## src/rtl/dispensador_troco.sv

```systemverilog
// Coin change dispenser: pays out TROCO (10-cent units) using 50/20/10 coins,
// largest-first with stock awareness, handshaking each coin with the ejector
// through ACK and falling into a sticky FAULT on timeout or impossible change.
module dispensador_troco #(
    parameter int unsigned TIMEOUT  = 15,
    parameter int unsigned STK_INIT = 8
) (
    input  logic       clk,
    input  logic       rst,
    input  logic       load_i,
    input  logic [3:0] troco_i,
    input  logic       repor_i,
    input  logic       ack_i,
    output logic       ej50_o,
    output logic       ej20_o,
    output logic       ej10_o,
    output logic       busy_o,
    output logic       fim_o,
    output logic       erro_o,
    output logic       falha_o,
    output logic       vazio_o
);

    typedef enum logic [2:0] {
        ST_IDLE     = 3'd0,
        ST_SELECT   = 3'd1,
        ST_PULSE    = 3'd2,
        ST_WAIT_ACK = 3'd3,
        ST_DONE     = 3'd4,
        ST_FAULT    = 3'd5
    } state_t;

    typedef enum logic [1:0] {
        COIN_NONE = 2'd0,
        COIN_50   = 2'd1,
        COIN_20   = 2'd2,
        COIN_10   = 2'd3
    } coin_t;

    localparam logic [3:0] STK_RST   = 4'(STK_INIT);
    localparam logic [4:0] TMO       = 5'(TIMEOUT);
    localparam logic       VAZIO_RST = (STK_INIT == 0) ? 1'b1 : 1'b0;

    // Value of a coin in 10-cent units.
    function automatic logic [3:0] coin_value(input coin_t c);
        logic [3:0] v;
        case (c)
            COIN_50: v = 4'd5;
            COIN_20: v = 4'd2;
            COIN_10: v = 4'd1;
            default: v = 4'd0;
        endcase
        return v;
    endfunction

    // Decrement that saturates at zero so a stock can never wrap.
    function automatic logic [3:0] sat_dec(input logic [3:0] x);
        return (x != 4'd0) ? (x - 4'd1) : 4'd0;
    endfunction

    state_t     state_q, state_d;
    coin_t      coin_q, coin_d;
    logic [3:0] rem_q, rem_d;
    logic [3:0] tmr_q, tmr_d;
    logic [3:0] stk50_q, stk50_d;
    logic [3:0] stk20_q, stk20_d;
    logic [3:0] stk10_q, stk10_d;
    logic       ej50_q, ej50_d;
    logic       ej20_q, ej20_d;
    logic       ej10_q, ej10_d;
    logic       busy_q, busy_d;
    logic       fim_q, fim_d;
    logic       erro_q, erro_d;
    logic       falha_q, falha_d;
    logic       vazio_q, vazio_d;

    // Next-state, datapath and registered-output decode.
    always_comb begin
        state_d = state_q;
        coin_d  = coin_q;
        rem_d   = rem_q;
        tmr_d   = tmr_q;
        stk50_d = stk50_q;
        stk20_d = stk20_q;
        stk10_d = stk10_q;
        ej50_d  = 1'b0;
        ej20_d  = 1'b0;
        ej10_d  = 1'b0;
        fim_d   = 1'b0;
        erro_d  = 1'b0;

        case (state_q)
            ST_IDLE: begin
                if (load_i) begin
                    // LOAD has priority over REPOR when both arrive together.
                    if (troco_i <= 4'd10) begin
                        rem_d   = troco_i;
                        state_d = ST_SELECT;
                    end else begin
                        erro_d = 1'b1;
                    end
                end else if (repor_i) begin
                    stk50_d = 4'd15;
                    stk20_d = 4'd15;
                    stk10_d = 4'd15;
                end else begin
                    state_d = ST_IDLE;
                end
            end
            ST_SELECT: begin
                coin_d = COIN_NONE;
                if (rem_q == 4'd0) begin
                    state_d = ST_DONE;
                end else if ((rem_q >= 4'd5) && (stk50_q != 4'd0)) begin
                    coin_d  = COIN_50;
                    state_d = ST_PULSE;
                end else if ((rem_q >= 4'd2) && (stk20_q != 4'd0)) begin
                    coin_d  = COIN_20;
                    state_d = ST_PULSE;
                end else if (stk10_q != 4'd0) begin
                    coin_d  = COIN_10;
                    state_d = ST_PULSE;
                end else begin
                    state_d = ST_FAULT;
                end
            end
            ST_PULSE: begin
                tmr_d   = 4'd0;
                state_d = ST_WAIT_ACK;
                rem_d   = (rem_q >= coin_value(coin_q)) ? (rem_q - coin_value(coin_q)) : 4'd0;
                case (coin_q)
                    COIN_50: begin
                        ej50_d  = 1'b1;
                        stk50_d = sat_dec(stk50_q);
                    end
                    COIN_20: begin
                        ej20_d  = 1'b1;
                        stk20_d = sat_dec(stk20_q);
                    end
                    COIN_10: begin
                        ej10_d  = 1'b1;
                        stk10_d = sat_dec(stk10_q);
                    end
                    default: begin
                        // No coin latched: treat as an internal inconsistency.
                        state_d = ST_FAULT;
                    end
                endcase
            end
            ST_WAIT_ACK: begin
                if (ack_i) begin
                    state_d = ST_SELECT;
                end else begin
                    tmr_d = (tmr_q != 4'hF) ? (tmr_q + 4'd1) : tmr_q;
                    if (({1'b0, tmr_q} + 5'd1) >= TMO) begin
                        state_d = ST_FAULT;
                    end else begin
                        state_d = ST_WAIT_ACK;
                    end
                end
            end
            ST_DONE: begin
                fim_d   = 1'b1;
                state_d = ST_IDLE;
            end
            ST_FAULT: begin
                state_d = ST_FAULT;
            end
            default: begin
                state_d = ST_FAULT;
            end
        endcase

        busy_d  = (state_d != ST_IDLE);
        falha_d = (state_d == ST_FAULT);
        vazio_d = (stk50_d == 4'd0) || (stk20_d == 4'd0) || (stk10_d == 4'd0);
    end

    // State and output registers with asynchronous reset.
    always_ff @(posedge clk or posedge rst) begin
        if (rst) begin
            state_q <= ST_IDLE;
            coin_q  <= COIN_NONE;
            rem_q   <= 4'd0;
            tmr_q   <= 4'd0;
            stk50_q <= STK_RST;
            stk20_q <= STK_RST;
            stk10_q <= STK_RST;
            ej50_q  <= 1'b0;
            ej20_q  <= 1'b0;
            ej10_q  <= 1'b0;
            busy_q  <= 1'b0;
            fim_q   <= 1'b0;
            erro_q  <= 1'b0;
            falha_q <= 1'b0;
            vazio_q <= VAZIO_RST;
        end else begin
            state_q <= state_d;
            coin_q  <= coin_d;
            rem_q   <= rem_d;
            tmr_q   <= tmr_d;
            stk50_q <= stk50_d;
            stk20_q <= stk20_d;
            stk10_q <= stk10_d;
            ej50_q  <= ej50_d;
            ej20_q  <= ej20_d;
            ej10_q  <= ej10_d;
            busy_q  <= busy_d;
            fim_q   <= fim_d;
            erro_q  <= erro_d;
            falha_q <= falha_d;
            vazio_q <= vazio_d;
        end
    end

    assign ej50_o  = ej50_q;
    assign ej20_o  = ej20_q;
    assign ej10_o  = ej10_q;
    assign busy_o  = busy_q;
    assign fim_o   = fim_q;
    assign erro_o  = erro_q;
    assign falha_o = falha_q;
    assign vazio_o = vazio_q;

endmodule

```

## config.mk

```make
export PLATFORM = sky130hd
export DESIGN_NAME = dispensador_troco
export DESIGN_NICKNAME = d
export VERILOG_FILES = /design/src/rtl/dispensador_troco.sv
export SDC_FILE = /design/constraint.sdc
export NUM_CORES = 1
export LEC_CHECK = 0
export CAP_MARGIN = 10
export CORE_MARGIN = 4
export CORE_UTILIZATION = 60
export CTS_BUF_LIST = sky130_fd_sc_hd__clkbuf_4 sky130_fd_sc_hd__clkbuf_8
export DETAILED_ROUTE_END_ITERATION = 8
export DONT_BUFFER_PORTS = 1
export PLACE_DENSITY = 0.8
export SYNTH_ARGS = -nofsm -noshare
export SYNTH_HDL_FRONTEND = slang
export SYNTH_SLANG_ARGS = --single-unit
```

## constraint.sdc

```tcl
create_clock -name clk -period 2.65 [get_ports clk]
set_input_delay 0.265 -clock clk [delete_from_list [all_inputs] [get_ports clk]]
set_output_delay 0.265 -clock clk [all_outputs]
set_load 0.01 [all_outputs]
```

==> results of run 1 <==
==> flip-flops by register name, summed over array words and instances, names as in the netlist, 2 cells and up <==
| name | cells |
|---|---|
| stk20_q | 4 |
| rem_q | 4 |
| coin_q | 2 |
| tmr_q | 4 |
| state_q | 3 |
| stk50_q | 4 |
| stk10_q | 4 |
==> power groups by stage <==
stage / clock (mW) / sequential, mW / combinational (mW)
after floorplan: 0 / 0.814 / 0.797
after global placement: 0 / 0.906 / 0.830
after detailed placement: 0 / 0.920 / 0.876
after CTS: 0.325 / 0.909 / 0.888
after global routing: 0.355 / 0.952 / 1.02
final: 0.318 / 0.919 / 0.890
==> synth_stat cells, types with 2 or more instances <==
cell        n  area share (%)
o211ai_1    3             1.1
a21o_1      4             1.5
nand3_1     3            0.75
dfrtp_1    30              38
a32oi_1     2            0.88
nor3b_1     5             1.9
clkbuf_1    3            0.56
nand2b_1    6             1.9
o31ai_1     4             1.5
a21oi_1    12             3.0
mux2i_1     2             1.0
buf_2       4             1.0
ha_1        8             5.0
a211oi_1    4             1.5
o41ai_1     2            0.88
o21ai_0    13             3.2
dfstp_2     3             3.9
nor2b_1     4             1.2
inv_1      19             3.6
a211o_1     2            0.88
nand4b_1    2            0.88
nand2_1    20             3.7
nor2_1     13             2.4
nor3_1      9             2.2
nor4_1      4             1.2
or3_1       4             1.2
a2bb2oi_1   2            0.88
a31oi_1     3            0.94
o21bai_1    2            0.75
==> layout make-up <==
class	count	area, sq um	area share, %
repair buffers	4	35.0	1.66
multi-input cells	159	1050	49.8
clock buffers	8	66.3	3.14
well taps	44	55.1	2.61
flip-flops and latches	33	830	39.3
inverters	20	75.1	3.55
==> what timing repair did <==
action / CTS / global route
hold buffers: 2 / 0
endpoints found under the hold margin: 14 / 0
gates resized for setup: 0 / 0
setup buffers: 0 / 0
==> stage by stage <==
step / total power [mW] / utilization, % / cells
2_1_floorplan: 1.61 / - / 221
3_3_place_gp: 1.74 / 64.8 / 258
3_5_place_dp: 1.80 / 64.8 / 258
4_1_cts: 2.12 / 67.5 / 268
5_1_grt: 2.33 / 67.5 / 268
6_report: 2.13 / 67.5 / 268
==> kinds of logic (layout without fill, tap and decap cells) <==
logic type / Yosys count / after routing
compound gates: 66 / 66
buf+inv: 29 / 32
simple gates: 80 / 80
fa+ha+maj: 9 / 9
xor+xnor: 2 / 2
mux: 2 / 2
flops: 33 / 33
==> layer usage <==
metal  GRT usage, %  vias to the layer above  share of wire [%]  wire [um]
met2           34.9                       57                 48       2030
li1               -                      812                  -          -
met1           27.5                      807                 44       1880
met5              0                        -                  0          0
met4           9.33                        0                1.8         78
met3           7.86                        8                6.2        264
==> placed cells by master, fill, tap and decap left out, types with 3 or more instances in the layout <==
cell and count:
inv_1 19, o21ai_0 13, nor2_1 13, or3_1 4, a31oi_1 3, nor4_1 4, dfstp_2 3, dfrtp_1 30
nand2_1 20, nor3_1 9, nor3b_1 5, nor2b_1 4, o211ai_1 3, nand3_1 3, a21o_1 4, a21oi_1 12
nand2b_1 6, clkbuf_4 7, a211oi_1 4, o31ai_1 4, ha_1 8
==> worst register-to-register path, cell delays in order, from the launching register on <==
cell and delay, ns:
dfrtp_1 0.55, or3b_1 0.59, or3_1 0.43, a221o_1 0.33, o21bai_1 0.17, o311ai_1 0.07
==> path summary, 6_finish.rpt <==
kind	startpoint	endpoint	slack [ns]	cells past startpoint
setup reg to reg	state_q[1]$_DFF_PP0_	vazio_o$_DFF_PP0_	0.43	5
setup / recovery	state_q[1]$_DFF_PP0_	vazio_o$_DFF_PP0_	0.43	5
hold / removal	troco_i[3]	erro_o$_DFF_PP0_	0.08	2
max in group asynchronous	rst	rem_q[2]$_DFFE_PP0P_	1.54	3
hold reg to reg	stk10_q[0]$_DFF_PP0_	stk10_q[0]$_DFF_PP0_	0.54	1
min in group asynchronous	rst	ej10_o$_DFF_PP0_	0.44	2
==> metrics.md, run 1 <==
| Metric | Value |
|---|---|
| Number of synthesized register bits | 33 |
| Final slew viol count | 0 |
| Total routed wirelength | 4240 um |
| Cell variety after synth | 58 |
| Part of the cycle the worst path needs | 83.8% |
| Syn avg cell area | roughly 9.1 sq um |
| Via density | 6.28 |
| Clock Tree Buf Depth | 2 |
| Antenna cell count | 0 |
| Slew margin rel. | between 40% and 50% |
| Pre-Repair DR Iteration Count | 4 |
| Hold Crit Class | primary input to flip-flop |
| Port Buffers | 0 |
| CP bufs+invs | 0 |
| Via count | roughly 1,700 |
| Mapped Area | about 2000 sq um |
| Post-DP Area | 2030 sq um |
| Vias in the first global route | roughly 1,600 |
| Lkg Pwr | 0.945 nW |
| Initial antenna violation count | 0 |
| Int Power | 1.21 mW |
| Initial core utilization | between 60% and 70% |
| 1st-iter DRT viols | 128 |
| Asr flop ratio synth | 100% |
| Post-synthesis mux area share | approximately 1.0% |
| Synth Area in Compound Gates | 23.1% |
| # clock sinks | 33 |
| Fin area | 2110 sq um |
| DIE AREA | between 4000 and 5000 sq um |
| Clock slew at reported path FFs | about 0.10 ns |
| Mapped Nets | 239 |
| Synthesized-area fraction occupied by adder cells | ~6% |
| Critical path fanouts, max | 12 |
| Core area | about 3100 sq um |
| Die height | 65.8 um |
| Final setup margin | roughly 0.43 ns |
| Top delay family on crit path | simple AND/OR/NAND/NOR gates |
| Post-Synth Simple-Gate Area | 21.6% |
| Top FF cell, synth | dfrtp_1 |
| Congestion Overflow GR | 0 |
| CP Data Required Time | ~2.9 ns |
| Slowest library cell on the worst path | or3b_1 |
| Net Switching | around 0.92 mW |
| EDFF count, synth | 0 |
| Post-route ant nets | 0 |
| WS Path Type | flip-flop to flip-flop |
| Hold WS | 0.0751 ns |
| Register area share after synthesis | 41.4% |
| Dpl ws | around 0.47 ns |
| Row count | 20 |
| # IOs | 17 |
| Fin crit period | between 2 and 2.5 ns |
| Die Span X | approximately 66 um |
| Area grow syn2layout | 5.50% |
| Placer congestion estimate | 0.881 |
| Root buffer cell | clkbuf_4 |
| Flop pwr share | 43.2% |
| Worst slew pin tran | slightly below 0.8 ns |
| VDD IR max | slightly above 700 uV |
| Status | finished, final reports clean |
| Fmax | 450 MHz |
| Post-synthesis xor/xnor area fraction | less than 1% |
| First-pass GRT wire length | about 7200 um |
| Max-cap violations | 0 |
| RSZ-0062 raised after global routing | false |
| Largest stage delay, worst path | roughly 0.58 ns |
| Nets@finish | between 200 and 250 |
| DP HPWL | between 3000 and 4000 um |
| CTS tree | done |
| # fillers | approximately 250 |
| Final-report hold violation count | 0 |
| Largest net degree at the start of global routing | 18 |
| Crit path launch type | flip-flop |
| CP Cell Sequence | or3b_1 -> or3_1 -> a221o_1 -> o21bai_1 -> o311ai_1 |
| Sw frac | 43.1% |
| Mapped Cells | 221 |
| Final setup viols | 0 |
| All-Layer GR Usage | between 20 and 25% |
| Share of layout cells above drive strength 1 | under 10% |
| Routed WL per cell | about 16 um |
| Drc violations | 0 |
| Largest family of logic cells by synthesized area | compound AO/OA/AOI/OAI gates |
| Clk pwr share | between 10% and 20% |
| CTS buffer count | 5 |
| Clock latency on the worst-skew pair | roughly 0.34 ns |
| YS warnings | 0 |
| CTS HTree Levels | 2 |
| Comb pwr share | between 40% and 50% |
| Crit. End Element | flip-flop |
| Crit path arrival time | 2.47 ns |
| P per Cell Area | slightly above 1000 nW/um^2 |
| Final setup TNS | 0 ns |
| Setup Skew | between 0.009 and 0.01 ns |
No activity file was read; power rests on OpenSTA's default activity.
==> run 2: changes to the inputs <==
Settings changed: CORE_UTILIZATION 60 to 59, PLACE_DENSITY 0.8 to 0.82.
Clock period 2.65 ns to 1.83 ns, I/O delays scaled along.
==> run 2 against run 1 <==
Against the previous run: the flow now finishes with violations (negative setup slack); power grew 85%; via count grew 11%; sequential power grew 37%; final cell count grew 14%; register-to-register slack lost 0.48 ns; count of clock-buffer cells in the layout shrank 2; critical endpoint is now rem_q[0]$_DFFE_PP0P_; largest power group is now combinational logic; highest routed layer unchanged.
==> metrics.md, run 2 (same netlist as run 1, synthesis figures left out) <==
| Metric | Value |
|---|---|
| Via density | 6.15 (was 6.28) |
| Final setup margin | -0.0534 ns (was 0.430 ns) |
| Port Buffers | 0 (unchanged) |
| All-Layer GR Usage | 26.6% (was 22.2%) |
| Drc violations | 0 (unchanged) |
| Root buffer cell | clkbuf_4 (unchanged) |
| # clock sinks | 33 (unchanged) |
| Clk pwr share | 10.7% (was 15.0%) |
| Reg area | 830 sq um (unchanged) |
| # fillers | 205 (was 247) |
| CP endpoint | rem_q[0]$_DFFE_PP0P_ (was vazio_o$_DFF_PP0_) |
| DP HPWL | 3730 um (was 3220 um) |
| Dpl ws | -0.103 ns (was 0.469 ns) |
| DIE AREA | 4390 sq um (was 4320 sq um) |
| Total routed wirelength | 5200 um (was 4240 um) |
| Post-route ant nets | 0 (unchanged) |
| Comb pwr share | 57.3% (was 41.8%) |
| Hold Crit Class | primary input to flip-flop (unchanged) |
| Multi-input gate area | 1230 sq um (was 1050 sq um) |
| First-pass GRT wire length | 8920 um (was 7250 um) |
| Critical path fanouts, max | 3 (was 12) |
| Max-cap violations | 0 (unchanged) |
| Crit. Startpoint | coin_q[0]$_DFFE_PP0P_ (was state_q[1]$_DFF_PP0_) |
| RSZ-0062 raised after global routing | true (was false) |
| Crit path launch type | flip-flop (unchanged) |
| CTS tree | done (unchanged) |
| Largest net degree at the start of global routing | 19 (was 18) |
| CTS buffer count | 5 (unchanged) |
| Commonest non-fill, non-tap cell in the layout | buf_4 (was dfrtp_1) |
| Status | finished with violations (was finished, final reports clean) |
| Lkg Pwr | 1.16 nW (was 0.945 nW) |
| Net Switching | 1.69 mW (was 0.916 mW) |
| Clock slew at reported path FFs | 0.10 ns (about the same) |
| VDD IR max | 1030 uV (was 727 uV) |
| Core area | 3150 sq um (was 3130 sq um) |
| Final-report hold violation count | 0 (unchanged) |
| Final setup viols | 3 (was 0) |
| Fmax | 531 MHz (was 450 MHz) |
| Sw frac | 42.8% (was 43.1%) |
| Most frequent cells in the layout | 37 x buf_4, 30 x dfrtp_1, 18 x nand2_1 (was 30 x dfrtp_1, 20 x nand2_1, 19 x inv_1) |
| Share of layout cells above drive strength 1 | 33.3% (was 8.48%) |
| # IOs | 17 (unchanged) |
| P per Cell Area | 1530 nW/um^2 (was 1010 nW/um^2) |
| Initial antenna violation count | 0 (unchanged) |
| Via count | 1,875 (was 1,684) |
| Final slew viol count | 0 (unchanged) |
| Fin crit period | 1.88 ns (was 2.22 ns) |
| Die height | 66.3 um (was 65.8 um) |
| R2R Path End | rem_q[0]$_DFFE_PP0P_ (was vazio_o$_DFF_PP0_) |
| Congestion Overflow GR | 0 (unchanged) |
| Int Power | 2.26 mW (was 1.21 mW) |
| Clock latency on the worst-skew pair | 0.34 ns (about the same) |
| Reg2Reg Depth | 9 (was 5) |
| Nets@finish | 278 (was 241) |
| 1st-iter DRT viols | 104 (was 128) |
| Antenna cell count | 0 (unchanged) |
| Clock Tree Buf Depth | 2 (unchanged) |
| R2r setup slk | -0.05 ns (was 0.43 ns) |
| Worst hold path startpoint | troco_i[2] (was troco_i[3]) |
| WS Path Type | flip-flop to flip-flop (unchanged) |
| Vias in the first global route | 1,906 (was 1,603) |
| Part of the cycle the worst path needs | 103% (was 83.8%) |
| Crit path arrival time | 2.10 ns (was 2.47 ns) |
| Die Span X | 66.3 um (was 65.8 um) |
| Slew margin rel. | 56.0% (was 48.1%) |
| Area grow syn2layout | 28.7% (was 5.50%) |
| Reg-to-reg critical path startpoint | coin_q[0]$_DFFE_PP0P_ (was state_q[1]$_DFF_PP0_) |
| Routed WL per cell | 17.1 um (was 15.8 um) |
| Setup Skew | 0.00850 ns (was 0.00941 ns) |
| CP Data Required Time | 2.04 ns (was 2.90 ns) |
| Worst slew pin tran | 0.660 ns (was 0.771 ns) |
| Initial core utilization | 63.5% (was 64.0%) |
| Placer congestion estimate | 0.905 (was 0.881) |
| Crit. End Element | flip-flop (unchanged) |
| Flop pwr share | 32.0% (was 43.2%) |
| Violated checks | negative setup slack |
| Row count | 20 (unchanged) |
| Final setup TNS | -0.101 ns (was 0 ns) |
| Pre-Repair DR Iteration Count | 6 (was 4) |
| CTS HTree Levels | 2 (unchanged) |
==> run 2: cell count changes in the layout (fill, tap and decap cells not counted), sizes merged <==
| cell | change |
|---|---|
| buf | +37 |
| clkinv | +2 |
| clkbuf | -2 |
==> run 2: worst min path at each step <==
stage,cells past startpoint,to
detailed placement,1,fim_o$_DFF_PP0_
finish,2,rem_q[2]$_DFFE_PP0P_
floorplan,1,tmr_q[3]$_DFFE_PP0P_
global route,2,erro_o$_DFF_PP0_
CTS,2,erro_o$_DFF_PP0_
global placement,1,fim_o$_DFF_PP0_
==> run 2: routing by layer <==
metal,wire [um],global-route usage (%)
met2,2660,46.6
met4,133,8.88
met3,291,6.46
met1,2110,31.7
met5,0,0
==> run 2: power by group through the flow <==
stage | clock, mW | combinational [mW] | sequential [mW]
after floorplan | 0 | 1.17 | 1.18
after global placement | 0 | 1.64 | 1.21
after detailed placement | 0 | 1.76 | 1.22
after CTS | 0.417 | 2.02 | 1.24
after global routing | 0.451 | 2.49 | 1.29
final | 0.423 | 2.26 | 1.26
==> run 2: what timing repair did <==
item,4_1_cts,5_1_grt
setup buffers,4,3
hold buffers,2,0
endpoints found under the setup margin,7,14
gates resized for setup,19,18
endpoints found under the hold margin,16,0
pin swaps,9,7
==> run 2: cell type report <==
cell class	instances	area share (%)
Multi-Input combinational cell	159	47.7
Inverter	20	3.01
Clock buffer	6	1.75
Tap cell	44	2.14
Timing Repair Buffer	41	12.8
Clock inverter	2	0.389
Sequential cell	33	32.2
==> run 2: per-stage QoR <==
step / area, sq um / instances / hold WS [ns] / power (mW) / util (%)
3_5_place_dp: 2270 / 288 / 0.193 / 2.99 / 72.0
5_1_grt: 2580 / 305 / 0.0392 / 4.24 / 81.7
2_1_floorplan: 2010 / 221 / 0.281 / 2.35 / -
3_3_place_gp: 2270 / 288 / 0.186 / 2.85 / 72.0
4_1_cts: 2460 / 302 / 0.0199 / 3.67 / 78.1
6_report: 2580 / 305 / 0.0124 / 3.94 / 81.7
==> run 2: worst max-delay path, stage by stage, from the launching register on <==
cell	delay, ns
dfrtp_1	0.44
nand2b_4	0.19
inv_4	0.06
fa_2	0.19
a21bo_4	0.23
a211oi_4	0.24
buf_4	0.15
nor3_2	0.03
a211oi_1	0.16
a21oi_1	0.06
